$ cat config.mk
export PLATFORM = sky130hd
export DESIGN_NAME = mem_port_arbiter
export DESIGN_NICKNAME = d
export VERILOG_FILES = /design/src/rtl/mem_port_arbiter.sv
export SDC_FILE = /design/constraint.sdc
export NUM_CORES = 1
export LEC_CHECK = 0
export CAP_MARGIN = 5
export CORE_ASPECT_RATIO = 1.75
export CORE_UTILIZATION = 32
export CTS_CLUSTER_SIZE = 28
export DETAILED_ROUTE_END_ITERATION = 16
export HOLD_SLACK_MARGIN = 0.08
export PLACE_DENSITY = 0.81
export SLEW_MARGIN = 10
export SYNTH_ARGS = -nofsm -noshare
export SYNTH_HDL_FRONTEND = slang
export SYNTH_SLANG_ARGS = --single-unit
$ cat constraint.sdc
create_clock -name clk -period 2.18 [get_ports clk]
set_clock_uncertainty 0.05 [all_clocks]
set_input_delay 0.218 -clock clk [delete_from_list [all_inputs] [get_ports clk]]
set_output_delay 0.218 -clock clk [all_outputs]
set_load 0.01 [all_outputs]
$ cat src/rtl/mem_port_arbiter.sv
// Two-port arbiter in front of a single-port, 1-cycle-latency RAM.
// Port 0 has priority; a starvation counter forces port 1 through.
module mem_port_arbiter #(
   parameter int AW           = 10,
   parameter int DW           = 16,
   parameter int STARVE_LIMIT = 4
) (
   input  logic          clk,
   input  logic          rst,
   input  logic          req0,
   input  logic          we0,
   input  logic [AW-1:0] addr0,
   input  logic [DW-1:0] wdata0,
   output logic          ack0,
   output logic          rvalid0,
   input  logic          req1,
   input  logic          we1,
   input  logic [AW-1:0] addr1,
   input  logic [DW-1:0] wdata1,
   output logic          ack1,
   output logic          rvalid1,
   output logic [DW-1:0] rdata,
   output logic [AW-1:0] mem_addr,
   output logic          mem_we,
   output logic [DW-1:0] mem_wdata,
   input  logic [DW-1:0] mem_rdata,
   output logic          gnt_id,
   output logic          busy
);

   typedef enum logic [1:0] {
      S_IDLE,
      S_ISSUE,
      S_WAIT
   } state_t;

   localparam logic [3:0] LIM = 4'(STARVE_LIMIT);

   state_t        state_q, state_d;
   logic [3:0]    starve_q, starve_d;
   logic [AW-1:0] mem_addr_q, mem_addr_d;
   logic          mem_we_q, mem_we_d;
   logic [DW-1:0] mem_wdata_q, mem_wdata_d;
   logic          gnt_q, gnt_d;

   logic win0;
   logic win1;
   logic done;

   always_comb begin
      state_d     = state_q;
      starve_d    = starve_q;
      mem_addr_d  = mem_addr_q;
      mem_we_d    = mem_we_q;
      mem_wdata_d = mem_wdata_q;
      gnt_d       = gnt_q;
      win1        = req1 & ((starve_q == LIM) | ~req0);
      win0        = req0 & ~win1;
      unique case (state_q)
         S_IDLE: begin
            if (win1) begin
               gnt_d       = 1'b1;
               mem_addr_d  = addr1;
               mem_we_d    = we1;
               mem_wdata_d = wdata1;
               state_d     = S_ISSUE;
            end else if (win0) begin
               gnt_d       = 1'b0;
               mem_addr_d  = addr0;
               mem_we_d    = we0;
               mem_wdata_d = wdata0;
               state_d     = S_ISSUE;
            end
            // port 1 losing while asking is what counts as starvation
            if (win1 || !req1) begin
               starve_d = 4'd0;
            end else if (win0 && starve_q != LIM) begin
               starve_d = starve_q + 4'd1;
            end
         end
         S_ISSUE: begin
            mem_we_d = 1'b0;
            state_d  = mem_we_q ? S_IDLE : S_WAIT;
         end
         S_WAIT: begin
            state_d = S_IDLE;
         end
         default: begin
            state_d = S_IDLE;
         end
      endcase
   end

   always_ff @(posedge clk) begin
      if (rst) begin
         state_q     <= S_IDLE;
         starve_q    <= 4'd0;
         mem_addr_q  <= '0;
         mem_we_q    <= 1'b0;
         mem_wdata_q <= '0;
         gnt_q       <= 1'b0;
      end else begin
         state_q     <= state_d;
         starve_q    <= starve_d;
         mem_addr_q  <= mem_addr_d;
         mem_we_q    <= mem_we_d;
         mem_wdata_q <= mem_wdata_d;
         gnt_q       <= gnt_d;
      end
   end

   // writes complete in ISSUE, reads complete in WAIT
   assign done      = ((state_q == S_ISSUE) & mem_we_q) | (state_q == S_WAIT);
   assign ack0      = done & ~gnt_q;
   assign ack1      = done & gnt_q;
   assign rvalid0   = (state_q == S_WAIT) & ~gnt_q;
   assign rvalid1   = (state_q == S_WAIT) & gnt_q;
   assign rdata     = mem_rdata;
   assign mem_addr  = mem_addr_q;
   assign mem_we    = mem_we_q;
   assign mem_wdata = mem_wdata_q;
   assign gnt_id    = gnt_q;
   assign busy      = (state_q != S_IDLE);

endmodule

==> metrics.txt, run 1 <==
# TYPE chip_impl_metric gauge
chip_impl_info{name="outcome",value="complete, no violations"} 1
chip_impl_metric{name="clk_path_buf_depth",unit=""} 2
chip_impl_metric{name="yosysSeqAreaShare",unit="%"} 33.9
chip_impl_metric{name="crit_arrival",unit="ps"} 1540
chip_impl_metric{name="cts.sink_count",unit=""} 34
chip_impl_metric{name="final.setup.tns",unit="ps"} 0
chip_impl_metric{name="cellLeakagePower",unit="nW"} 1.11
chip_impl_info{name="postSynth.topFlopCell",value="dfxtp_1"} 1
chip_impl_metric{name="r2r.worst_path.cells",unit=""} 5
chip_impl_metric{name="hold-worst-slack",unit="ps"} 386
chip_impl_info{name="crit_path_end_kind",value="output port"} 1
chip_impl_metric{name="max-vdd-ir-drop",unit="uV"} 339
chip_impl_metric{name="io_buffer_count",unit=""} 90
chip_impl_metric{name="fin_nets",unit=""} 365
chip_impl_metric{name="die_height",unit="um"} 107
chip_impl_metric{name="postRouteWirelength",unit="um"} 5700
chip_impl_metric{name="power_density_cells",unit="nW/um^2"} 622
chip_impl_info{name="path_class",value="register to output port"} 1
chip_impl_metric{name="timing.final.crit_period",unit="ps"} 1810
chip_impl_metric{name="syn-num-nets",unit=""} 300
chip_impl_info{name="setup.worst_path.start",value="state_q[1]$_SDFFE_PP0P_"} 1
chip_impl_metric{name="insertion_delay_to_the_later_sink_of_the_worst_skew_pair",unit="ps"} 280
chip_impl_metric{name="setup.reg_to_reg.worst_slack",unit="ps"} 460
chip_impl_metric{name="synth_enable_flop_cells",unit=""} 0
chip_impl_metric{name="detailroute.via_count",unit=""} 1971
chip_impl_metric{name="synthDominantCellAreaShare",unit="%"} 33.9
chip_impl_metric{name="cts-htree-levels",unit=""} 2
chip_impl_metric{name="cts-hold-fix-buffers",unit=""} 0
chip_impl_info{name="worstReg2RegStart",value="starve_q[0]$_SDFFE_PP0P_"} 1
chip_impl_info{name="netlist_top_cells_area",value="dfxtp_1 (34%), a311oi_1 (12%), a21bo_1 (11%)"} 1
chip_impl_info{name="critPathLaunchType",value="register"} 1
chip_impl_metric{name="post-route-period-util",unit="%"} 82.8
chip_impl_info{name="grt_setup_unrepaired",value="no"} 1
chip_impl_metric{name="placeableCoreArea",unit="sq um"} 5970
chip_impl_metric{name="setup_viol",unit=""} 0
chip_impl_metric{name="floorplan.initialDensity",unit="%"} 33.6
chip_impl_metric{name="place_congestion",unit=""} 0.739
chip_impl_metric{name="final_hold_viol_count",unit=""} 0
chip_impl_metric{name="slew-limit-headroom",unit="%"} 75.7
chip_impl_metric{name="floorplan.rows",unit=""} 37
chip_impl_info{name="layout_common_cells",value="clkdlybuf4s50_1 (90), dfxtp_1 (34), a21oi_1 (31), nand3_1 (28), a311oi_1 (27)"} 1
chip_impl_metric{name="tightestPinTransition",unit="ps"} 364
chip_impl_metric{name="cts_post_setup_buffers_inserted",unit=""} 0
chip_impl_metric{name="global_route_usage_over_all_layers",unit="%"} 17.8
chip_impl_metric{name="drt_pass1_iterations",unit=""} 4
chip_impl_metric{name="drt_iter0_drc",unit=""} 66
chip_impl_metric{name="vias_in_the_first_global_route",unit=""} 1894
chip_impl_metric{name="grt_pass1_wl",unit="um"} 8780
chip_impl_info{name="layout.cells.most_common",value="clkdlybuf4s50_1"} 1
chip_impl_info{name="min-delay-path-class",value="primary input to output port"} 1
chip_impl_info{name="tritoncts",value="done"} 1
chip_impl_metric{name="post_synth_instance_area",unit="sq um"} 2010
chip_impl_metric{name="post_synth_inst_count",unit=""} 224
chip_impl_info{name="cts.root.buffer_cell",value="clkbuf_8"} 1
chip_impl_metric{name="flow.area_growth_from_synthesis",unit="%"} 45.4
chip_impl_info{name="synth_largest_area_cell",value="dfxtp_1"} 1
chip_impl_metric{name="global_route_overflow",unit=""} 0
chip_impl_metric{name="drive_above_1_share",unit="%"} 8.97
chip_impl_metric{name="final_core_util",unit="%"} 48.9
chip_impl_metric{name="postSynthAreaPerCell",unit="sq um"} 8.96
chip_impl_metric{name="synth.ff_latch_count",unit=""} 34
chip_impl_metric{name="grt_start_max_net_pins",unit=""} 56
chip_impl_metric{name="initial_antenna_violation_count",unit=""} 0
chip_impl_info{name="crit-reg2reg-capture",value="starve_q[3]$_SDFFE_PP0P_"} 1
chip_impl_metric{name="routed_length_per_placed_instance",unit="um"} 15.5
chip_impl_metric{name="fmaxAchievable",unit="MHz"} 554
chip_impl_metric{name="cp_max_fo",unit=""} 5
chip_impl_metric{name="design.die.area",unit="sq um"} 6600
chip_impl_metric{name="via_per_inst",unit=""} 5.36
chip_impl_metric{name="post_cts_resized",unit=""} 0
chip_impl_info{name="critPathCapture",value="ack0"} 1
chip_impl_metric{name="finalMaxSlewViolations",unit=""} 0
chip_impl_metric{name="max_cap_viol_count",unit=""} 0
chip_impl_metric{name="drcViolationCount",unit=""} 0
chip_impl_metric{name="path_clk_slew",unit="ps"} 70
chip_impl_metric{name="detailedPlacementHpwl",unit="um"} 4050
chip_impl_metric{name="synth_warnings",unit=""} 0
chip_impl_metric{name="ys_types",unit=""} 32
chip_impl_metric{name="cts_buf_count",unit=""} 5
chip_impl_metric{name="design.portCount",unit=""} 123
chip_impl_metric{name="design_power_total",unit="mW"} 1.82
chip_impl_metric{name="asyncSetResetFlopFracSynth",unit="%"} 0
chip_impl_metric{name="antenna-diode-count",unit=""} 0
chip_impl_metric{name="cp_data_required_time",unit="ps"} 1910
chip_impl_metric{name="die_w",unit="um"} 61.9
chip_impl_metric{name="detail-route-antenna-nets",unit=""} 0
kinds of logic (layout without fill, tap and decap cells):
family | after synthesis | after routing | synth area share (%)
AOI/OAI and AO/OA | 91 | 91 | 35.2
and+or+nand+nor | 53 | 53 | 15.0
buffers and inverters | 44 | 110 | 14.7
DFF | 34 | 34 | 33.9
adders and majority gates | 2 | 2 | 1.25
per-stage QoR:
step	std cells	area [sq um]	worst slack [ps]
floorplan	224	2010	594
global placement	360	2810	327
detailed placement	360	2810	252
CTS	368	2920	353
global route	368	2920	254
finish	368	2920	375
worst max-delay path, stage by stage, from the launching register on:
cell and delay, ps:
dfxtp_1 340, nand3b_1 190, a21oi_1 170, clkdlybuf4s50_1 550
per-layer routing:
layer	share of wire (%)	GRT usage, %	up-vias
li1	-	-	960
met1	39	18.9	923
met2	54	30.7	69
met3	3.6	2.77	19
met4	4.1	11.3	0
met5	0	0	-
area by class of cell:
type                    count  area (sq um)
clock buffers               5          68.8
well taps                  78          97.6
inverters                   5          18.8
repair buffers             97           978
clock inverters             3          40.0
multi-input cells         146          1030
flip-flops and latches     34           681
fillers                   547          3050
how the worst min path moves through the flow:
stage                              from                         end  cells after the start
after global routing       mem_rdata[1]                    rdata[1]                      0
after detailed placement  mem_rdata[15]                   rdata[15]                      0
final                      mem_rdata[0]                    rdata[0]                      0
after global placement    mem_rdata[15]                   rdata[15]                      0
after floorplan              wdata0[13]  mem_wdata[13]$_SDFFE_PP0P_                      2
after CTS                 mem_rdata[15]                   rdata[15]                      0
Yosys cell counts (all sizes together), types with 2 or more instances:
cell type,n
buf,34
dfxtp,34
a21oi,31
nand3,28
a21bo,27
a311oi,27
clkbuf,5
inv,5
nor2,5
nand2,4
nand2b,3
nor3,3
or4,3
ha,2
where the power goes:
part | internal, mW | switching [mW]
logic | 0.298 | 0.221
clock network | 0.336 | 0.237
registers | 0.686 | 0.0387
total | 1.32 | 0.496
flip-flops by register name (all words and copies together) (netlist names):
signal	cells
mem_wdata	16
mem_addr	10
starve_q	4
state_q	2
gnt_id	1
mem_we	1
No activity file was read; power rests on OpenSTA's default activity.
==> inputs of run 2 (changes only) <==
==> constraint.sdc (replaced) <==
create_clock -name clk -period 1.7 [get_ports clk]
set_clock_uncertainty 0.05 [all_clocks]
set_input_delay 0.17 -clock clk [delete_from_list [all_inputs] [get_ports clk]]
set_output_delay 0.17 -clock clk [all_outputs]
set_load 0.01 [all_outputs]
==> metrics.txt, run 2 (synthesized netlist as in run 1, its figures left out) <==
# TYPE chip_impl_metric gauge
chip_impl_metric{name="drt_iter0_drc",unit=""} 116
chip_impl_metric{name="insertion_delay_to_the_later_sink_of_the_worst_skew_pair",unit="ps"} 280
chip_impl_metric{name="grt_start_max_net_pins",unit=""} 36
chip_impl_metric{name="crit_arrival",unit="ps"} 1730
chip_impl_metric{name="place_congestion",unit=""} 0.803
chip_impl_metric{name="floorplan.rows",unit=""} 37
chip_impl_info{name="worstReg2RegStart",value="starve_q[0]$_SDFFE_PP0P_"} 1
chip_impl_metric{name="io_buffer_count",unit=""} 90
chip_impl_info{name="layout_common_cells",value="clkdlybuf4s50_1 (85), dfxtp_1 (33), a21oi_1 (31), nand3_1 (28), a311oi_1 (23)"} 1
chip_impl_info{name="layout.cells.most_common",value="clkdlybuf4s50_1"} 1
chip_impl_metric{name="initial_antenna_violation_count",unit=""} 0
chip_impl_metric{name="fin_nets",unit=""} 373
chip_impl_metric{name="cts-htree-levels",unit=""} 2
chip_impl_metric{name="multi_input_comb_area",unit="sq um"} 1070
chip_impl_info{name="setup.worst_path.start",value="starve_q[0]$_SDFFE_PP0P_"} 1
chip_impl_metric{name="detailroute.via_count",unit=""} 2015
chip_impl_metric{name="via_per_inst",unit=""} 5.36
chip_impl_metric{name="power_frac_seq",unit="%"} 41.2
chip_impl_metric{name="global_route_overflow",unit=""} 0
chip_impl_metric{name="die_w",unit="um"} 61.9
chip_impl_metric{name="cts_buf_count",unit=""} 5
chip_impl_metric{name="design.die.area",unit="sq um"} 6600
chip_impl_metric{name="drive_above_1_share",unit="%"} 13.1
chip_impl_metric{name="design.portCount",unit=""} 123
chip_impl_metric{name="cp_data_required_time",unit="ps"} 1840
chip_impl_info{name="cts.root.buffer_cell",value="clkbuf_8"} 1
chip_impl_info{name="min-delay-path-class",value="primary input to output port"} 1
chip_impl_metric{name="p_int",unit="mW"} 1.62
chip_impl_info{name="outcome",value="complete, no violations"} 1
chip_impl_info{name="crit_path_end_kind",value="register"} 1
chip_impl_info{name="critPathLaunchType",value="register"} 1
chip_impl_metric{name="cp_slowest_stage_delay",unit="ps"} 320
chip_impl_info{name="grt_setup_unrepaired",value="no"} 1
chip_impl_metric{name="finalMaxSlewViolations",unit=""} 0
chip_impl_metric{name="drcViolationCount",unit=""} 0
chip_impl_info{name="hold_path_startpoint",value="mem_rdata[0]"} 1
chip_impl_metric{name="setup_viol",unit=""} 0
chip_impl_metric{name="placement.setup.worst_slack",unit="ps"} -147
chip_impl_metric{name="layout.filler_cells",unit=""} 552
chip_impl_metric{name="cellLeakagePower",unit="nW"} 1.23
chip_impl_metric{name="tightestPinTransition",unit="ps"} 313
chip_impl_metric{name="postLayoutSetupSlackWorst",unit="ps"} 110
chip_impl_metric{name="drt_pass1_iterations",unit=""} 4
chip_impl_metric{name="max-vdd-ir-drop",unit="uV"} 392
chip_impl_metric{name="post-route-period-util",unit="%"} 93.5
chip_impl_info{name="tritoncts",value="done"} 1
chip_impl_metric{name="antenna-diode-count",unit=""} 0
chip_impl_metric{name="flip_flop_count_of_the_largest_register_all_copies_and_words_added",unit=""} 16
chip_impl_metric{name="grt_pass1_wl",unit="um"} 9120
chip_impl_metric{name="share_clk_of_total_power",unit="%"} 27.5
chip_impl_metric{name="placeableCoreArea",unit="sq um"} 5970
chip_impl_metric{name="floorplan.initialDensity",unit="%"} 33.6
chip_impl_metric{name="area.sequential",unit="sq um"} 682
chip_impl_info{name="path_class",value="register to register"} 1
chip_impl_metric{name="flow.area_growth_from_synthesis",unit="%"} 53.6
chip_impl_metric{name="psw",unit="mW"} 0.639
chip_impl_metric{name="fmaxAchievable",unit="MHz"} 629
chip_impl_metric{name="detailedPlacementHpwl",unit="um"} 4240
chip_impl_metric{name="max_cap_viol_count",unit=""} 0
chip_impl_metric{name="cts.sink_count",unit=""} 34
chip_impl_metric{name="final_hold_viol_count",unit=""} 0
chip_impl_info{name="crit_path_top_delay_cell",value="dfxtp_1"} 1
chip_impl_metric{name="slew-limit-headroom",unit="%"} 79.2
chip_impl_info{name="worstPathCellList",value="inv_1, ha_4, nand4b_4, buf_4, a21bo_2, a311oi_2"} 1
chip_impl_metric{name="path_buf_inv",unit=""} 2
chip_impl_metric{name="cts_post_setup_buffers_inserted",unit=""} 0
chip_impl_metric{name="die_height",unit="um"} 107
chip_impl_metric{name="cp_max_fo",unit=""} 6
chip_impl_metric{name="power_density_cells",unit="nW/um^2"} 732
chip_impl_metric{name="global_route_usage_over_all_layers",unit="%"} 18.3
chip_impl_metric{name="routed_length_per_placed_instance",unit="um"} 15.6
chip_impl_info{name="timing.critical_path.max_delay_family",value="compound AO/OA/AOI/OAI gates"} 1
chip_impl_metric{name="detail-route-antenna-nets",unit=""} 0
chip_impl_metric{name="vias_in_the_first_global_route",unit=""} 1986
chip_impl_metric{name="swShare",unit="%"} 28.3
chip_impl_metric{name="final.setup.tns",unit="ps"} 0
chip_impl_metric{name="postRouteWirelength",unit="um"} 5880
chip_impl_metric{name="share_comb_of_total_power",unit="%"} 31.3
chip_impl_metric{name="path_clk_slew",unit="ps"} 70
chip_impl_metric{name="timing.final.crit_period",unit="ps"} 1590
chip_impl_metric{name="clk_path_buf_depth",unit=""} 2
## run 2: changes by cell type in the layout (fill, tap and decap cells not counted), sizes merged
cell	previous run	this run
buf	7	14
clkinv	2	1
clkdlybuf4s50	90	85
bufinv	1	0
clkbuf	5	8
dlygate4sd2	0	3
dlymetal6s2s	0	2
## run 2: worst reg2reg max path: cells and delay by family (launching register included)
| family | cells | cell delay [ps] |
|---|---|---|
| and+or+nand+nor | 1 | 170 |
| AOI/OAI and AO/OA | 2 | 480 |
| DFF | 1 | 320 |
| adders and majority gates | 1 | 160 |
| buffers and inverters | 2 | 310 |
## run 2: metrics by stage
stage / util (%) / area [sq um] / hold WS, ps / power (mW) / instances
floorplan: - / 2010 / 285 / 1.29 / 224
global placement: 49.0 / 2930 / 290 / 1.63 / 367
detailed placement: 49.0 / 2930 / 290 / 1.64 / 367
CTS: 50.5 / 3010 / 290 / 2.26 / 375
global route: 51.6 / 3080 / 290 / 2.37 / 376
finish: 51.6 / 3080 / 290 / 2.26 / 376
## run 2: path summary, 6_finish.rpt
check                                   to  slack, ps  depth (start not counted)
hold / removal                    rdata[0]        290                          0
hold reg to reg   starve_q[1]$_SDFFE_PP0P_        430                          2
setup reg to reg  mem_addr[1]$_SDFFE_PP0P_        110                          6
setup / recovery  mem_addr[1]$_SDFFE_PP0P_        110                          6
## run 2: layout make-up
class,instances,area share [%]
Clock inverter,1,0.162
Inverter,5,0.609
Tap cell,78,3.17
Multi-Input combinational cell,146,34.8
Timing Repair Buffer,105,36.3
Clock buffer,7,2.80
Sequential cell,34,22.1
## run 2: routing by layer
layer,wire length (um),up-vias,GRT usage [%],part of all wire (%)
met4,242,0,10.8,4.1
met1,2150,945,19.6,37
met2,3230,78,32.0,55
met3,261,20,3.02,4.4
met5,0,-,0,0
li1,-,972,-,-
## run 2: power by group through the flow
stage | clock (mW) | combinational [mW] | sequential, mW
5_1_grt | 0.667 | 0.762 | 0.938
6_report | 0.622 | 0.706 | 0.929
3_3_place_gp | 0 | 0.686 | 0.943
4_1_cts | 0.633 | 0.697 | 0.929
2_1_floorplan | 0 | 0.311 | 0.978
3_5_place_dp | 0 | 0.699 | 0.946
## run 2: what timing repair did
action / 4_1_cts / 5_1_grt
gates cloned: 0 / 1
hold buffers: 0 / 0
setup endpoints to repair: 3 / 11
resized for setup: 3 / 9
